`config.mk`:
```
export PLATFORM = sky130hd
export DESIGN_NAME = wbm_burst_gen
export DESIGN_NICKNAME = d
export VERILOG_FILES = /design/src/rtl/wbm_burst_gen_pkg.sv /design/src/rtl/wbm_burst_gen.sv
export SDC_FILE = /design/constraint.sdc
export NUM_CORES = 1
export LEC_CHECK = 0
export ABC_CLOCK_PERIOD_IN_PS = 9190
export BUFFER_PORTS_ARGS = -buffer_cell sky130_fd_sc_hd__buf_2
export CAP_MARGIN = 5
export CORE_ASPECT_RATIO = 0.75
export CORE_MARGIN = 2
export CORE_UTILIZATION = 45
export CTS_CLUSTER_SIZE = 25
export DETAILED_ROUTE_END_ITERATION = 12
export HOLD_SLACK_MARGIN = 0.02
export PLACE_DENSITY = 0.66
export SETUP_SLACK_MARGIN = 0.1
export SLEW_MARGIN = 20
export SYNTH_ARGS = -nofsm -noshare
export SYNTH_HDL_FRONTEND = slang
export SYNTH_SLANG_ARGS = --single-unit
```
`constraint.sdc`:
```
create_clock -name clk_i -period 9.19 [get_ports clk_i]
set_input_delay 0.919 -clock clk_i [delete_from_list [all_inputs] [get_ports clk_i]]
set_output_delay 0.919 -clock clk_i [all_outputs]
set_load 0.005 [all_outputs]
```
`src/rtl/wbm_burst_gen_pkg.sv`:
```
// Shared types and helpers for the WISHBONE burst generator: FSM state
// encoding and the deterministic data pattern used for writes and read checks.
package wbm_burst_gen_pkg;

  typedef enum logic [1:0] {
    ST_IDLE     = 2'd0,
    ST_BURST    = 2'd1,
    ST_RTY_WAIT = 2'd2,
    ST_DONE     = 2'd3
  } state_t;

  localparam logic [3:0]  SEL_ALL  = 4'hF;
  localparam logic [15:0] MISM_MAX = 16'hFFFF;

  function automatic logic [31:0] pattern_word(input logic [31:0] seed,
                                               input logic [31:0] idx);
    return seed + idx;
  endfunction

  // Word address; wraps modulo 2^32 with no boundary stop.
  function automatic logic [31:0] word_adr(input logic [31:0] base,
                                           input logic [31:0] idx);
    return base + {idx[29:0], 2'b00};
  endfunction

endpackage

```
`src/rtl/wbm_burst_gen.sv`:
```
// WISHBONE master burst traffic generator with pattern write and read checking.
// One command = one burst; status (mismatch, retry, abort) held for debug.
module wbm_burst_gen
  import wbm_burst_gen_pkg::*;
#(
  parameter int LEN_W   = 8,
  parameter int RTY_GAP = 4,
  parameter int MAX_RTY = 255
) (
  input  logic             clk_i,
  input  logic             rst_i,
  input  logic             start_i,
  input  logic             we_i,
  input  logic [31:0]      base_adr_i,
  input  logic [LEN_W-1:0] len_i,
  input  logic [31:0]      seed_i,
  output logic             busy_o,
  output logic             done_o,
  output logic             abort_o,
  output logic [15:0]      mism_cnt_o,
  output logic [31:0]      first_mism_adr_o,
  output logic [7:0]       rty_cnt_o,
  output logic             wbm_cyc_o,
  output logic             wbm_stb_o,
  output logic             wbm_cab_o,
  output logic             wbm_we_o,
  output logic [31:0]      wbm_adr_o,
  output logic [3:0]       wbm_sel_o,
  output logic [31:0]      wbm_dat_o,
  input  logic [31:0]      wbm_dat_i,
  input  logic             wbm_ack_i,
  input  logic             wbm_rty_i,
  input  logic             wbm_err_i
);

  localparam int              GAP_W     = (RTY_GAP > 1) ? $clog2(RTY_GAP) : 1;
  localparam logic [GAP_W-1:0] GAP_LOAD = GAP_W'(RTY_GAP - 1);
  localparam logic [7:0]      RTY_LIMIT = 8'(MAX_RTY);

  state_t           state_q, state_d;
  logic [31:0]      base_q, base_d;
  logic [31:0]      seed_q, seed_d;
  logic [LEN_W-1:0] len_q, len_d;
  logic [LEN_W-1:0] idx_q, idx_d;
  logic             we_q, we_d;
  logic [GAP_W-1:0] gap_q, gap_d;
  logic             busy_q, busy_d;
  logic             done_q, done_d;
  logic             abort_q, abort_d;
  logic [15:0]      mism_cnt_q, mism_cnt_d;
  logic [31:0]      first_mism_adr_q, first_mism_adr_d;
  logic [7:0]       rty_cnt_q, rty_cnt_d;
  logic             cyc_q, cyc_d;
  logic             cab_q, cab_d;
  logic             bus_we_q, bus_we_d;
  logic [31:0]      adr_q, adr_d;
  logic [3:0]       sel_q, sel_d;
  logic [31:0]      dat_q, dat_d;

  always_comb begin
    state_d          = state_q;
    base_d           = base_q;
    seed_d           = seed_q;
    len_d            = len_q;
    idx_d            = idx_q;
    we_d             = we_q;
    gap_d            = gap_q;
    abort_d          = abort_q;
    mism_cnt_d       = mism_cnt_q;
    first_mism_adr_d = first_mism_adr_q;
    rty_cnt_d        = rty_cnt_q;
    done_d           = 1'b0;
    cyc_d            = 1'b0;
    cab_d            = 1'b0;
    bus_we_d         = 1'b0;
    adr_d            = '0;
    sel_d            = '0;
    dat_d            = '0;

    unique case (state_q)
      ST_IDLE: begin
        if (start_i) begin
          base_d           = base_adr_i & ~32'h3;
          seed_d           = seed_i;
          len_d            = len_i;
          we_d             = we_i;
          idx_d            = '0;
          abort_d          = 1'b0;
          mism_cnt_d       = '0;
          first_mism_adr_d = '0;
          rty_cnt_d        = '0;
          if (len_i != '0) begin
            state_d = ST_BURST;
            cyc_d   = 1'b1;
          end else begin
            state_d = ST_DONE;
            done_d  = 1'b1;
          end
        end
      end

      ST_BURST: begin
        cyc_d = 1'b1;
        // Termination priority: ack over err over rty.
        if (wbm_ack_i) begin
          idx_d = idx_q + 1'b1;
          if (!we_q && (wbm_dat_i != pattern_word(seed_q, 32'(idx_q)))) begin
            if (mism_cnt_q != MISM_MAX) mism_cnt_d = mism_cnt_q + 16'd1;
            if (mism_cnt_q == '0) first_mism_adr_d = adr_q;
          end
          if (idx_d == len_q) begin
            cyc_d   = 1'b0;
            state_d = ST_DONE;
            done_d  = 1'b1;
          end
        end else if (wbm_err_i) begin
          cyc_d   = 1'b0;
          abort_d = 1'b1;
          state_d = ST_DONE;
          done_d  = 1'b1;
        end else if (wbm_rty_i) begin
          cyc_d     = 1'b0;
          rty_cnt_d = rty_cnt_q + 8'd1;
          if (rty_cnt_d == RTY_LIMIT) begin
            abort_d = 1'b1;
            state_d = ST_DONE;
            done_d  = 1'b1;
          end else begin
            state_d = ST_RTY_WAIT;
            gap_d   = GAP_LOAD;
          end
        end
      end

      ST_RTY_WAIT: begin
        // Last idle cycle re-arms cyc so the bus sees exactly RTY_GAP idle cycles.
        if (gap_q == '0) begin
          state_d = ST_BURST;
          cyc_d   = 1'b1;
        end else begin
          gap_d = gap_q - 1'b1;
        end
      end

      ST_DONE: state_d = ST_IDLE;

      default: state_d = ST_IDLE;
    endcase

    busy_d = (state_d != ST_IDLE);

    if (cyc_d) begin
      adr_d    = word_adr(base_d, 32'(idx_d));
      dat_d    = pattern_word(seed_d, 32'(idx_d));
      cab_d    = (len_d - idx_d) > LEN_W'(1);
      bus_we_d = we_d;
      sel_d    = SEL_ALL;
    end
  end

  always_ff @(posedge clk_i or posedge rst_i) begin
    if (rst_i) begin
      state_q          <= ST_IDLE;
      base_q           <= '0;
      seed_q           <= '0;
      len_q            <= '0;
      idx_q            <= '0;
      we_q             <= 1'b0;
      gap_q            <= '0;
      busy_q           <= 1'b0;
      done_q           <= 1'b0;
      abort_q          <= 1'b0;
      mism_cnt_q       <= '0;
      first_mism_adr_q <= '0;
      rty_cnt_q        <= '0;
      cyc_q            <= 1'b0;
      cab_q            <= 1'b0;
      bus_we_q         <= 1'b0;
      adr_q            <= '0;
      sel_q            <= '0;
      dat_q            <= '0;
    end else begin
      state_q          <= state_d;
      base_q           <= base_d;
      seed_q           <= seed_d;
      len_q            <= len_d;
      idx_q            <= idx_d;
      we_q             <= we_d;
      gap_q            <= gap_d;
      busy_q           <= busy_d;
      done_q           <= done_d;
      abort_q          <= abort_d;
      mism_cnt_q       <= mism_cnt_d;
      first_mism_adr_q <= first_mism_adr_d;
      rty_cnt_q        <= rty_cnt_d;
      cyc_q            <= cyc_d;
      cab_q            <= cab_d;
      bus_we_q         <= bus_we_d;
      adr_q            <= adr_d;
      sel_q            <= sel_d;
      dat_q            <= dat_d;
    end
  end

  assign busy_o           = busy_q;
  assign done_o           = done_q;
  assign abort_o          = abort_q;
  assign mism_cnt_o       = mism_cnt_q;
  assign first_mism_adr_o = first_mism_adr_q;
  assign rty_cnt_o        = rty_cnt_q;
  assign wbm_cyc_o        = cyc_q;
  assign wbm_stb_o        = cyc_q;
  assign wbm_cab_o        = cab_q;
  assign wbm_we_o         = bus_we_q;
  assign wbm_adr_o        = adr_q;
  assign wbm_sel_o        = sel_q;
  assign wbm_dat_o        = dat_q;

endmodule
```
======== Word level (Yosys, flattened, before mapping) ========
Cells that the tools add are included.
Widths: inputs -> output; s select.
storage, ports and cells
  input bits .............................. 111
  register bits after elaboration ......... 215
  output and inout bits ................... 131
operators by class
  multiplexer cells ....................... 68
  reductions and logical operators ........ 14
  $add $sub $neg .......................... 8
  $lt $le $gt $ge ......................... 1
  eq/ne operators ......................... 19
operator list
  kind                   number
  $mux 32                10
  $add 32x8->32          2
  $mux 16                4
  $mux 8                 8
  $pmux 32 s2            1
  $add 32x10->32         1
  $ne 32x32->1           1
  $pmux 16 s2            1
  $pmux 8 s2             2
  $mux 1                 24
  $mux 2                 12
  $ne 2x2->1 const B     10
  $reduce_and 5->1       4
  $add 16x1->16 const B  1
  $add 8x1->8 const B    2
  $logic_not 16->1       1
  $ne 16x16->1 const B   1
  $eq 8x8->1             1
  $eq 8x8->1 const B     1
  $gt 8x1->1 const B     1
  $pmux 2 s4             1
  $reduce_bool 8->1      1
  $sub 8x8->8            1
  $ne 3x3->1 const B     2
  12 further kinds       17

======== Logic depth before layout (Yosys ltp) ========
Gate-level depths: netlist of run 1.
  depth after elaboration ................. 8
  gate-level depth with buffers ........... 22
  mapped depth without buffers ............ 16

======== Worst setup path after synthesis of run 1 ========
Ideal clock, no wire load.
  path kind ............................... in2reg
  start point ............................. input port start_i
  end point ............................... register adr_q[28] (netlist: wbm_adr_o[28])
  arrival time ............................ 4.948 ns
  library setup time ...................... 0.132 ns
  stages .................................. 21
  slack ................................... 4.110 ns
  cell sequence ........................... nor3b_1 > buf_2 > buf_2 > buf_2 > buf_2 > buf_2 > buf_1 > clkbuf_1 > nand2_1 > nand2_1 > ha_1 > a21o_1 > a21oi_1 > o21bai_1 > a2111o_1 > and4_1 > clkbuf_1 > and2_1 > nor3b_1 > xnor2_1 > nor2_1
on the way
  longest elaborated chain between the ends .. 4
  elaborated cells between the ends (all ways) .. 8
RTL lines
  what                    line                     RTL
  start: declaration      wbm_burst_gen.sv:12      input logic start_i,
  $mux 32                 wbm_burst_gen.sv:82      if (start_i) begin
  $mux 32                 wbm_burst_gen.sv:80      unique case (state_q)
  via base_d[4]           wbm_burst_gen.sv:41      logic [31:0] base_q, base_d;
  $add 32x10->32          wbm_burst_gen_pkg.sv:23  return base + {idx[29:0], 2'b00};
  $mux 32                 wbm_burst_gen.sv:152     if (cyc_d) begin
  via adr_d[28]           wbm_burst_gen.sv:56      logic [31:0] adr_q, adr_d;
  end signal: assignment  wbm_burst_gen.sv:199     adr_q <= adr_d;
  end: declaration        wbm_burst_gen.sv:56
The timed path passes the listed nets, and every way through them passes these cells.
A chain may end at the register's enable or synchronous reset.

======== Worst setup path after layout of run 1 ========
  start point ............................. register state_q[0]
  end point ............................... register dat_q[28] (netlist: wbm_dat_o[28])
on the way
  longest elaborated chain between the ends .. 4
  elaborated cells between the ends (all ways) .. 8
RTL lines
  what                                                  line                     RTL
  start: declaration                                    wbm_burst_gen.sv:40      state_t state_q, state_d;
  start signal: assignment                              wbm_burst_gen.sv:183     state_q <= state_d;
  $eq 2x1->1 / $logic_not 2->1 (equally long branches)  wbm_burst_gen.sv:80
  $pmux 8 s2 *                                          wbm_burst_gen.sv:80
  via idx_d[0]                                          wbm_burst_gen.sv:44      logic [LEN_W-1:0] idx_q, idx_d;
  $add 32x8->32 *                                       wbm_burst_gen_pkg.sv:17  return seed + idx;
  $mux 32 *                                             wbm_burst_gen.sv:152
  via dat_d[28]                                         wbm_burst_gen.sv:58      logic [31:0] dat_q, dat_d;
  end signal: assignment                                wbm_burst_gen.sv:201     dat_q <= dat_d;
  end: declaration                                      wbm_burst_gen.sv:58
The timed path passes the listed nets; every way through them passes the cells marked *.

==> reports/metrics.cfg, run 1 <==
[timing]
slew_violations=0
fin_setup_tns_ns=0
rsz0062_at_grt=false
clock-skew-final_ns=0.01359
fin_crit_sh=0.5416
setup_viol=0
relSlewSlack=0.3400
min_period_ns=4.977
timing.fmax_mhz=200.9
hold_ws_ns=0.4718
worst_pin_slew_ns=0.9900
finalHoldViolCount=0

[routing]
met3_wirelength_um=1900
wirelength_um=30830
drtAntennaViolNets=0
drtPass1Iterations=5
vias=9750
route.detailed.drc=0
post_drt_via_cell_ratio=5.285
drt_iter0_markers=639
met1_length_um=15380
top_layer=met5
wl_met2_um=12900
routedWlPerCell_um=16.71

[setup_path]
cp_slowest_stage_delay_ns=0.58
critPathTopFamily=simple AND/OR/NAND/NOR gates
cp_cell_sequence=nor2b_4 > buf_4 > nand2_1 > o21ai_0 > ha_1 > fa_1 > a21oi_1 > o21bai_1 > a21oi_1 > o21ai_0 > nand4_1 > nor2_1 > nand4_1 > xnor2_1 > nor2_1
worst_ep_required_time_ns=9.56
worstSetupPathType=flop to flop
cp.arrival_ns=5.35
endpoint_kind=flop
path_max_fanout=38
start_kind=flop
cp_num_buf_inv=1
slowest_stage=dfrtp_1

[clocking]
cts_resized=0
cts_tree=built
ctsHoldBuffers=0
clock_latency_ns=0.52
cts.clk_slew.worst_paths_ns=0.06
postCtsSetupBuffers=0
clock_path_buffers=3
cts-htree-levels=1
cts_inserted_buffers=24
cts.sinks=211
cts-root-buf=clkbuf_16

[logic_synthesis]
synth_nets=1419
ys_seq_elements=211
synth-edff-count=0
yosysWarnings=0
postSynthAreaPerCell_um2=9.299
synth_cell_types=67
synth-async-reset-ratio=1.000
yosys_most_used_dff=dfrtp_1
synth_seq_area_share=0.4482
syn_inst=1267
netlist_area_um2=11780

[place]
port_buffers=239
gp_congestion=0.8716
dp_cells=1802
placed_area_um2=13260
place_hpwl_um=22670

[global_routing]
grt_pass1_wl_um=49960
antenna_found_initial=2
grt_pass1_vias=9452
gr-total-overflow=0
grt_start_max_net_pins=140
track_usage=0.2260

[layout]
syn_to_final_growth_pct=19.21
instances_no_fill=1845
final_nets=1636
drive_gt1_frac=0.2133
postLayoutCellArea_um2=14040
utilization=0.5435

[floorplanning]
row_count=51
die_area_um2=27500
core_area_um2=25840
pin_count=242
fp.dieW_um=190.8
die_h_um=144.1
initial_utilization=0.4559

[pwr]
power_leakage_nw=6.880
power.density_nw_per_um2=299.9
peakVddDrop_mv=0.1492

[outcome]
outcome=finished clean

[worst_hold_path]
worstHoldPathType=flop to flop

[flow_run]
drv_cap=0

## cell type report
cell class              instances  area, um2
diodes                          1      2.502
clock buffers                  32      680.7
clock inverters                10      100.1
fillers                      2399      11800
inverters                      52      202.7
multi-input cells             946       6037
flip-flops and latches        211       5280
well taps                     344      430.4
repair buffers                249       1311
## worst register-to-register path, stage by stage (launching register included)
cell,delay [ns]
dfrtp_1,0.58
nor2b_4,0.43
buf_4,0.44
nand2_1,0.39
o21ai_0,0.56
ha_1,0.31
fa_1,0.26
a21oi_1,0.09
o21bai_1,0.21
a21oi_1,0.11
o21ai_0,0.36
nand4_1,0.30
nor2_1,0.41
nand4_1,0.17
xnor2_1,0.16
nor2_1,0.05
## placed cells by master (no fill, tap or decap), types with 37 or more instances in the layout
cell | synthesis | routed
nor2_1 | 94 | 94
inv_1 | 52 | 51
nand3_1 | 52 | 52
mux2i_1 | 64 | 64
ha_1 | 37 | 37
xnor2_1 | 76 | 76
dfrtp_1 | 211 | 211
nand2_1 | 250 | 250
xor2_1 | 39 | 39
buf_2 | 8 | 239
## path summary, 6_finish.rpt
kind	endpoint	from	slack (ns)	cells past startpoint
max	wbm_dat_o[28]	state_q[0]	4.21	15
min reg2reg	base_q[0]	base_q[0]	0.47	1
max reg2reg	wbm_dat_o[28]	state_q[0]	4.21	15
min in group asynchronous	first_mism_adr_o[26]	rst_i	0.58	2
max in group asynchronous	wbm_dat_o[7]	rst_i	6.97	3
min	base_q[0]	base_q[0]	0.47	1
## where the power goes
part	total (W)	leakage (nW)	internal (W)	switching [W]
registers	0.00151	2.75	0.00125	0.000258
clock network	0.000942	0.378	0.000551	0.000391
logic	0.00176	3.75	0.000729	0.00103
total	0.00421	6.88	0.00253	0.00168
## metrics by stage
stage                     setup WS, ns  total power [W]
after global placement           4.277         0.003225
after CTS                        4.302         0.004244
after detailed placement         4.176         0.003276
final                            4.213         0.004212
after floorplan                  2.505         0.002743
after global routing             3.787         0.004558
## kinds of logic (layout without fill, tap and decap cells)
logic type | count (synthesis) | after routing | share of synthesized area
AND/OR/NAND/NOR | 561 | 561 | 0.2221
XOR/XNOR | 115 | 115 | 0.08549
adder cells (fa/ha/maj) | 41 | 41 | 0.04609
buffers and inverters | 110 | 343 | 0.04163
flip-flops | 211 | 211 | 0.4482
multiplexers | 68 | 68 | 0.05820
AO/OA/AOI/OAI | 161 | 161 | 0.09834
other | 0 | 1 | 0
## routing by layer
metal	vias up	GRT usage
met4	2	0.05304
met2	303	0.3333
li1	4760	-
met5	-	0
met1	4642	0.3475
met3	43	0.03300
## registers in the layout, summed over array words and instances, names as in the netlist, 2 cells and up
signal	cells
base_q	32
first_mism_adr_o	32
gap_q	2
idx_q	8
len_q	8
mism_cnt_o	16
rty_cnt_o	8
seed_q	32
state_q	2
wbm_adr_o	32
wbm_dat_o	32
## cells in the mapped netlist, types with 35 or more instances
library cell | count | area share
xor2_1 | 39 | 0.029
nor2_1 | 94 | 0.030
xnor2_1 | 76 | 0.056
o21ai_0 | 36 | 0.015
nor3_1 | 35 | 0.015
mux2i_1 | 64 | 0.054
inv_1 | 52 | 0.017
ha_1 | 37 | 0.039
clkbuf_1 | 36 | 0.011
nand3_1 | 52 | 0.022
nand2_1 | 250 | 0.080
dfrtp_1 | 211 | 0.45
No activity file was read; power rests on OpenSTA's default activity.
==> run 2: changes to the inputs <==
- ABC_CLOCK_PERIOD_IN_PS: 9190 -> 4300
- PLACE_DENSITY: 0.66 -> 0.68
- clock period: 9.19 -> 4.3 ns (I/O delays scaled with it)
==> run 2 against run 1 <==
Compared with the run above:
- design area increased by 1.1%
- flip-flop and latch count unchanged
- fmax increased by 28%
- global-route usage increased by 0.28 points
- worst setup slack got worse by 3.8 ns
- count of clock-buffer cells in the layout decreased by 5
- total power increased by 120%
- critical path depth increased by 2
- largest power group unchanged
==> reports/metrics.cfg, run 2 (synthesis results as in run 1) <==
[outcome]
outcome=finished clean

[clocking]
clock_latency_ns=0.53
clock_path_buffers=3
cts-root-buf=clkbuf_16
ctsHoldBuffers=0
cts.sinks=211
cts_inserted_buffers=23
cts-htree-levels=1
cts_tree=built
cts.clk_slew.worst_paths_ns=0.06

[global_routing]
grt_pass1_vias=9487
grt_pass1_wl_um=50380
grt_start_max_net_pins=147
track_usage=0.2288
gr-total-overflow=0
antenna_found_initial=2

[floorplanning]
pin_count=242
fp.dieW_um=190.8
row_count=51
die_h_um=144.1
core_area_um2=25840
die_area_um2=27500
initial_utilization=0.4559

[layout]
drive_gt1_frac=0.2199
fill_cells=2348
final_common_cell=nand2_1
syn_to_final_growth_pct=20.56
final_cell_mix=nand2_1, buf_2, dfrtp_1, nor2_1, xnor2_1
final_nets=1640
postLayoutCellArea_um2=14200
utilization=0.5496

[routing]
routedWlPerCell_um=17.19
wirelength_um=31830
post_drt_via_cell_ratio=5.310
vias=9828
wl_met2_um=13490
met3_wirelength_um=1922
drtAntennaViolNets=0
drtPass1Iterations=5
top_layer=met5
drt_iter0_markers=665
route.detailed.drc=0
met1_length_um=15790

[setup_path]
r2r_cells=17
cp_slowest_stage_delay_ns=0.50
worstSetupPathType=flop to flop
cp_cell_sequence=nor2b_4 > nand2_1 > buf_4 > nor2_1 > o21ai_0 > o21a_1 > inv_1 > ha_1 > a21o_1 > a21oi_2 > o21bai_1 > a2111o_1 > and4_1 > and2_1 > nor3b_1 > xnor2_1 > nor2_1
slowest_stage=dfrtp_2
endpoint_kind=flop
start_kind=flop
crit_path_frequent_cell=nor2_1
worst_ep_required_time_ns=4.69
cp.arrival_ns=4.28
path_max_fanout=12

[pwr]
power.density_nw_per_um2=661.0
peakVddDrop_mv=0.4020
internal_power_w=0.005691
swShare=0.3938
pwr-share-comb=0.409
power_leakage_nw=6.947
switchingPower_w=0.003697
pwr-share-seq=0.345
pwr-share-clk=0.246

[timing]
fin_setup_tns_ns=0
fin_crit_sh=0.9038
setup_viol=0
rsz0062_at_grt=false
layout_setup_ws_ns=0.4138
slew_violations=0
relSlewSlack=0.3744
finalHoldViolCount=0
clock-skew-final_ns=0.01088
worst_pin_slew_ns=0.9304
timing.fmax_mhz=257.3
min_period_ns=3.886

[place]
gp_congestion=0.8910
placed_area_um2=13280
place_hpwl_um=23160
port_buffers=239
place_ws_ns=0.1937

[worst_hold_path]
worstHoldPathType=input port to asynchronous set/reset pin

[flow_run]
drv_cap=0

==> run 2: cell types whose count changed in the layout (fill, tap and decap cells not counted), sizes merged <==
cell,previous run,this run
clkinv,5,4
bufinv,1,7
clkbuf,32,28
inv,53,52
buf,249,253
clkinvlp,3,4
diode,1,2
==> run 2: path summary, 6_finish.rpt <==
kind                               start             to  slack (ns)
setup / recovery              state_q[0]  wbm_adr_o[28]        0.41
hold / removal                     rst_i   wbm_dat_o[1]        0.06
setup reg to reg              state_q[0]  wbm_adr_o[28]        0.41
hold reg to reg                base_q[9]      base_q[9]        0.48
max in group asynchronous          rst_i  wbm_dat_o[24]        3.54
min in group clk_i         base_adr_i[9]      base_q[9]        0.12
==> run 2: area by class of cell <==
cell class              instances  area, um2  area share
multi-input cells             946       6053      0.4262
flip-flops and latches        211       5281      0.3718
repair buffers                254       1351     0.09514
clock buffers                  27      610.6     0.04299
well taps                     344      430.4     0.03030
clock inverters                15      272.8     0.01920
inverters                      52      198.9     0.01401
diodes                          2      5.005   0.0003524
==> run 2: critical path: cells and delay by family, from the launching register on <==
| kind | cells | cell delay, ns |
|---|---|---|
| XOR/XNOR | 1 | 0.19 |
| AO/OA/AOI/OAI | 6 | 1.34 |
| adder cells (fa/ha/maj) | 1 | 0.34 |
| buffers and inverters | 2 | 0.33 |
| flip-flops | 1 | 0.50 |
| AND/OR/NAND/NOR | 7 | 1.02 |
==> run 2: power groups by stage <==
stage | sequential [W] | clock [W] | combinational, W
after floorplan | 0.00308 | 0 | 0.00280
after global placement | 0.00324 | 0 | 0.00371
after detailed placement | 0.00325 | 0 | 0.00379
after CTS | 0.00323 | 0.00235 | 0.00383
after global routing | 0.00334 | 0.00243 | 0.00432
final | 0.00324 | 0.00231 | 0.00384
==> run 2: through the flow <==
step	power (W)	hold WS, ns	instances
after floorplan	0.005882	0.4424	1267
after global placement	0.006945	0.4573	1806
after detailed placement	0.007047	0.4658	1806
after CTS	0.009409	0.1030	1848
after global routing	0.01008	0.1449	1849
final	0.009388	0.05677	1851
==> run 2: layer usage <==
metal | GRT usage | up-vias
li1 | - | 4779
met1 | 0.3499 | 4718
met2 | 0.3371 | 284
met3 | 0.03761 | 45
met4 | 0.05182 | 2
met5 | 0 | -
==> run 2: what timing repair did <==
action / in CTS / in global routing
setup endpoints to repair: 0 / 17
setup buffers: 0 / 0
gates resized for setup: 0 / 6
==> run 3: changes to the inputs <==
- ABC_CLOCK_PERIOD_IN_PS: 4300 -> 3400
- clock period: 4.3 -> 3.4 ns (I/O delays scaled with it)
==> run 3 against run 2 <==
Compared with the run above:
- sequential share of layout area fell by 3.4 points
- first-iteration DRC count rose by 1.5%
- critical path depth fell by 2
- die area did not move
- design area rose by 10%
- fmax rose by 16%
- core utilization rose by 5.5 points
==> reports/metrics.cfg, run 3 (synthesis results as in run 1) <==
[global_routing]
grt_pass1_wl_um=50740
antenna_found_initial=0
grt_start_max_net_pins=103
track_usage=0.2305
gr-total-overflow=0
grt_pass1_vias=9732

[timing]
relSlewSlack=0.4400
min_period_ns=3.342
rsz0062_at_grt=true
fin_crit_sh=0.9831
layout_setup_ws_ns=0.05750
slew_violations=0
finalHoldViolCount=0
clock-skew-final_ns=0.01341
worst_pin_slew_ns=0.8400
setup_viol=0
timing.fmax_mhz=299.2

[setup_path]
cp_cell_sequence=nor3b_4 > a21oi_4 > buf_6 > a32oi_2 > inv_2 > fa_2 > a21o_1 > a21oi_2 > o21bai_1 > a2111o_1 > and4_4 > and2_4 > nor3b_4 > xnor2_1 > nor2_1
cp_slowest_stage_delay_ns=0.45
worst_ep_required_time_ns=3.80
rr_endpoint=wbm_adr_o[28]
slowest_stage=a2111o_1
cp.arrival_ns=3.74
path_max_fanout=5
r2r_slack_ns=0.06
endpoint_kind=flop
r2r_cells=15
worstSetupPathType=flop to flop
crit_path_frequent_cell=nor3b_4
r2r-start=state_q[0]
start_kind=flop

[layout]
syn_to_final_growth_pct=32.65
instances_no_fill=1954
fill_cells=2246
final_nets=1746
final_cell_mix=nand2_1, buf_2, dfrtp_1, nor2_1, buf_4
final_common_cell=nand2_1
num_antenna_cells=0
utilization=0.6047
drive_gt1_frac=0.3149

[routing]
vias=10330
route.detailed.drc=0
drtAntennaViolNets=0
post_drt_via_cell_ratio=5.286
routedWlPerCell_um=17.04
drtPass1Iterations=6
wirelength_um=33300
drt_iter0_markers=675

[clocking]
clock_path_buffers=3
cts_tree=built
cts-root-buf=clkbuf_16
cts-htree-levels=1
cts_inserted_buffers=23
cts.clk_slew.worst_paths_ns=0.07
cts.sinks=211
clock_latency_ns=0.53

[pwr]
swShare=0.3940
pwr-share-comb=0.472
pwr-share-clk=0.213
internal_power_w=0.007662
power_leakage_nw=7.590
power.density_nw_per_um2=809.1
switchingPower_w=0.004983
pwr-share-seq=0.315
peakVddDrop_mv=0.4230

[worst_hold_path]
worstHoldEndpoint=seed_q[7]
whs_path_depth=3
worstHoldPathType=input port to flop
min-delay-start=seed_i[7]

[floorplanning]
die_h_um=144.1
initial_utilization=0.4559
die_area_um2=27500
core_area_um2=25840
fp.dieW_um=190.8
pin_count=242
row_count=51

[outcome]
outcome=finished clean

[place]
gp_congestion=0.8891
place_ws_ns=-0.2594
place_hpwl_um=24100
port_buffers=239
dp_cells=1883

[flow_run]
drv_cap=0

## run 3: cell types whose count changed in the layout (fill, tap and decap cells not counted), moves of 6 or more
cell / change
buf_4: +79
buf_6: +15
ha_1: -9
ha_4: +8
nand2_1: -8
nand2_2: +7
a21oi_1: -6
o21ai_0: -6
## run 3: cell type report
type	count	area (um2)	area share
clock buffer	33	683.2	0.04371
clock inverter	8	130.1	0.008327
multi-input combinational	947	6580	0.4211
sequential	211	5281	0.3380
inverter	52	198.9	0.01273
timing repair buffer	359	2323	0.1487
tap	344	430.4	0.02754
## run 3: worst max-delay path by stage
stage / startpoint / endpoint / slack (ns) / depth (start not counted)
2_1_floorplan: state_q[1] / wbm_adr_o[28] / -0.36 / 22
3_3_place_gp: seed_q[0] / first_mism_adr_o[26] / -0.27 / 12
3_5_place_dp: seed_q[0] / first_mism_adr_o[2] / -0.26 / 13
4_1_cts: idx_q[0] / first_mism_adr_o[29] / -0.04 / 15
5_1_grt: seed_q[0] / first_mism_adr_o[20] / -0.08 / 16
6_report: state_q[0] / wbm_adr_o[28] / 0.06 / 15
## run 3: critical path, delay by kind of cell (launching register included)
family | cells | cell delay [ns]
xor gates and xnor gates | 1 | 0.14
buffers and inverters | 2 | 0.22
and+or+nand+nor | 5 | 0.84
AOI/OAI and AO/OA | 6 | 1.21
adders and majority gates | 1 | 0.36
DFF | 1 | 0.44
## run 3: timing repair
item | in CTS | in global routing
hold buffers | 3 | 0
setup endpoints to repair | 78 | 79
setup buffers | 10 | 15
cloned | 1 | 3
pin swaps | 13 | 45
resized for setup | 37 | 78
hold endpoints to repair | 29 | 0
## run 3: per-layer routing
metal	GRT usage	up-vias	share of wire
met5	0	-	0
met4	0.05467	0	0.019
met3	0.03616	42	0.062
met2	0.3448	345	0.44
met1	0.3492	4957	0.48
li1	-	4985	-
## run 3: metrics by stage
stage | power (W) | TNS, ns | hold slack [ns] | cell area (um2)
final | 0.01264 | 0 | 0.04731 | 15630
after global routing | 0.01349 | -1.806 | 0.04742 | 15630
after CTS | 0.01229 | -1.071 | 0.02668 | 15040
after detailed placement | 0.009356 | -8.371 | 0.4651 | 13920
after global placement | 0.009221 | -9.487 | 0.4571 | 13900
after floorplan | 0.007518 | -2.040 | 0.4424 | 11920
## run 3: power groups by stage
stage                     logic (W)  clock network, W  registers (W)
after global placement      0.00526                 0        0.00396
after floorplan             0.00362                 0        0.00390
after detailed placement    0.00537                 0        0.00398
after CTS                   0.00559           0.00275        0.00395
after global routing        0.00657           0.00283        0.00409
final                       0.00597           0.00269        0.00399
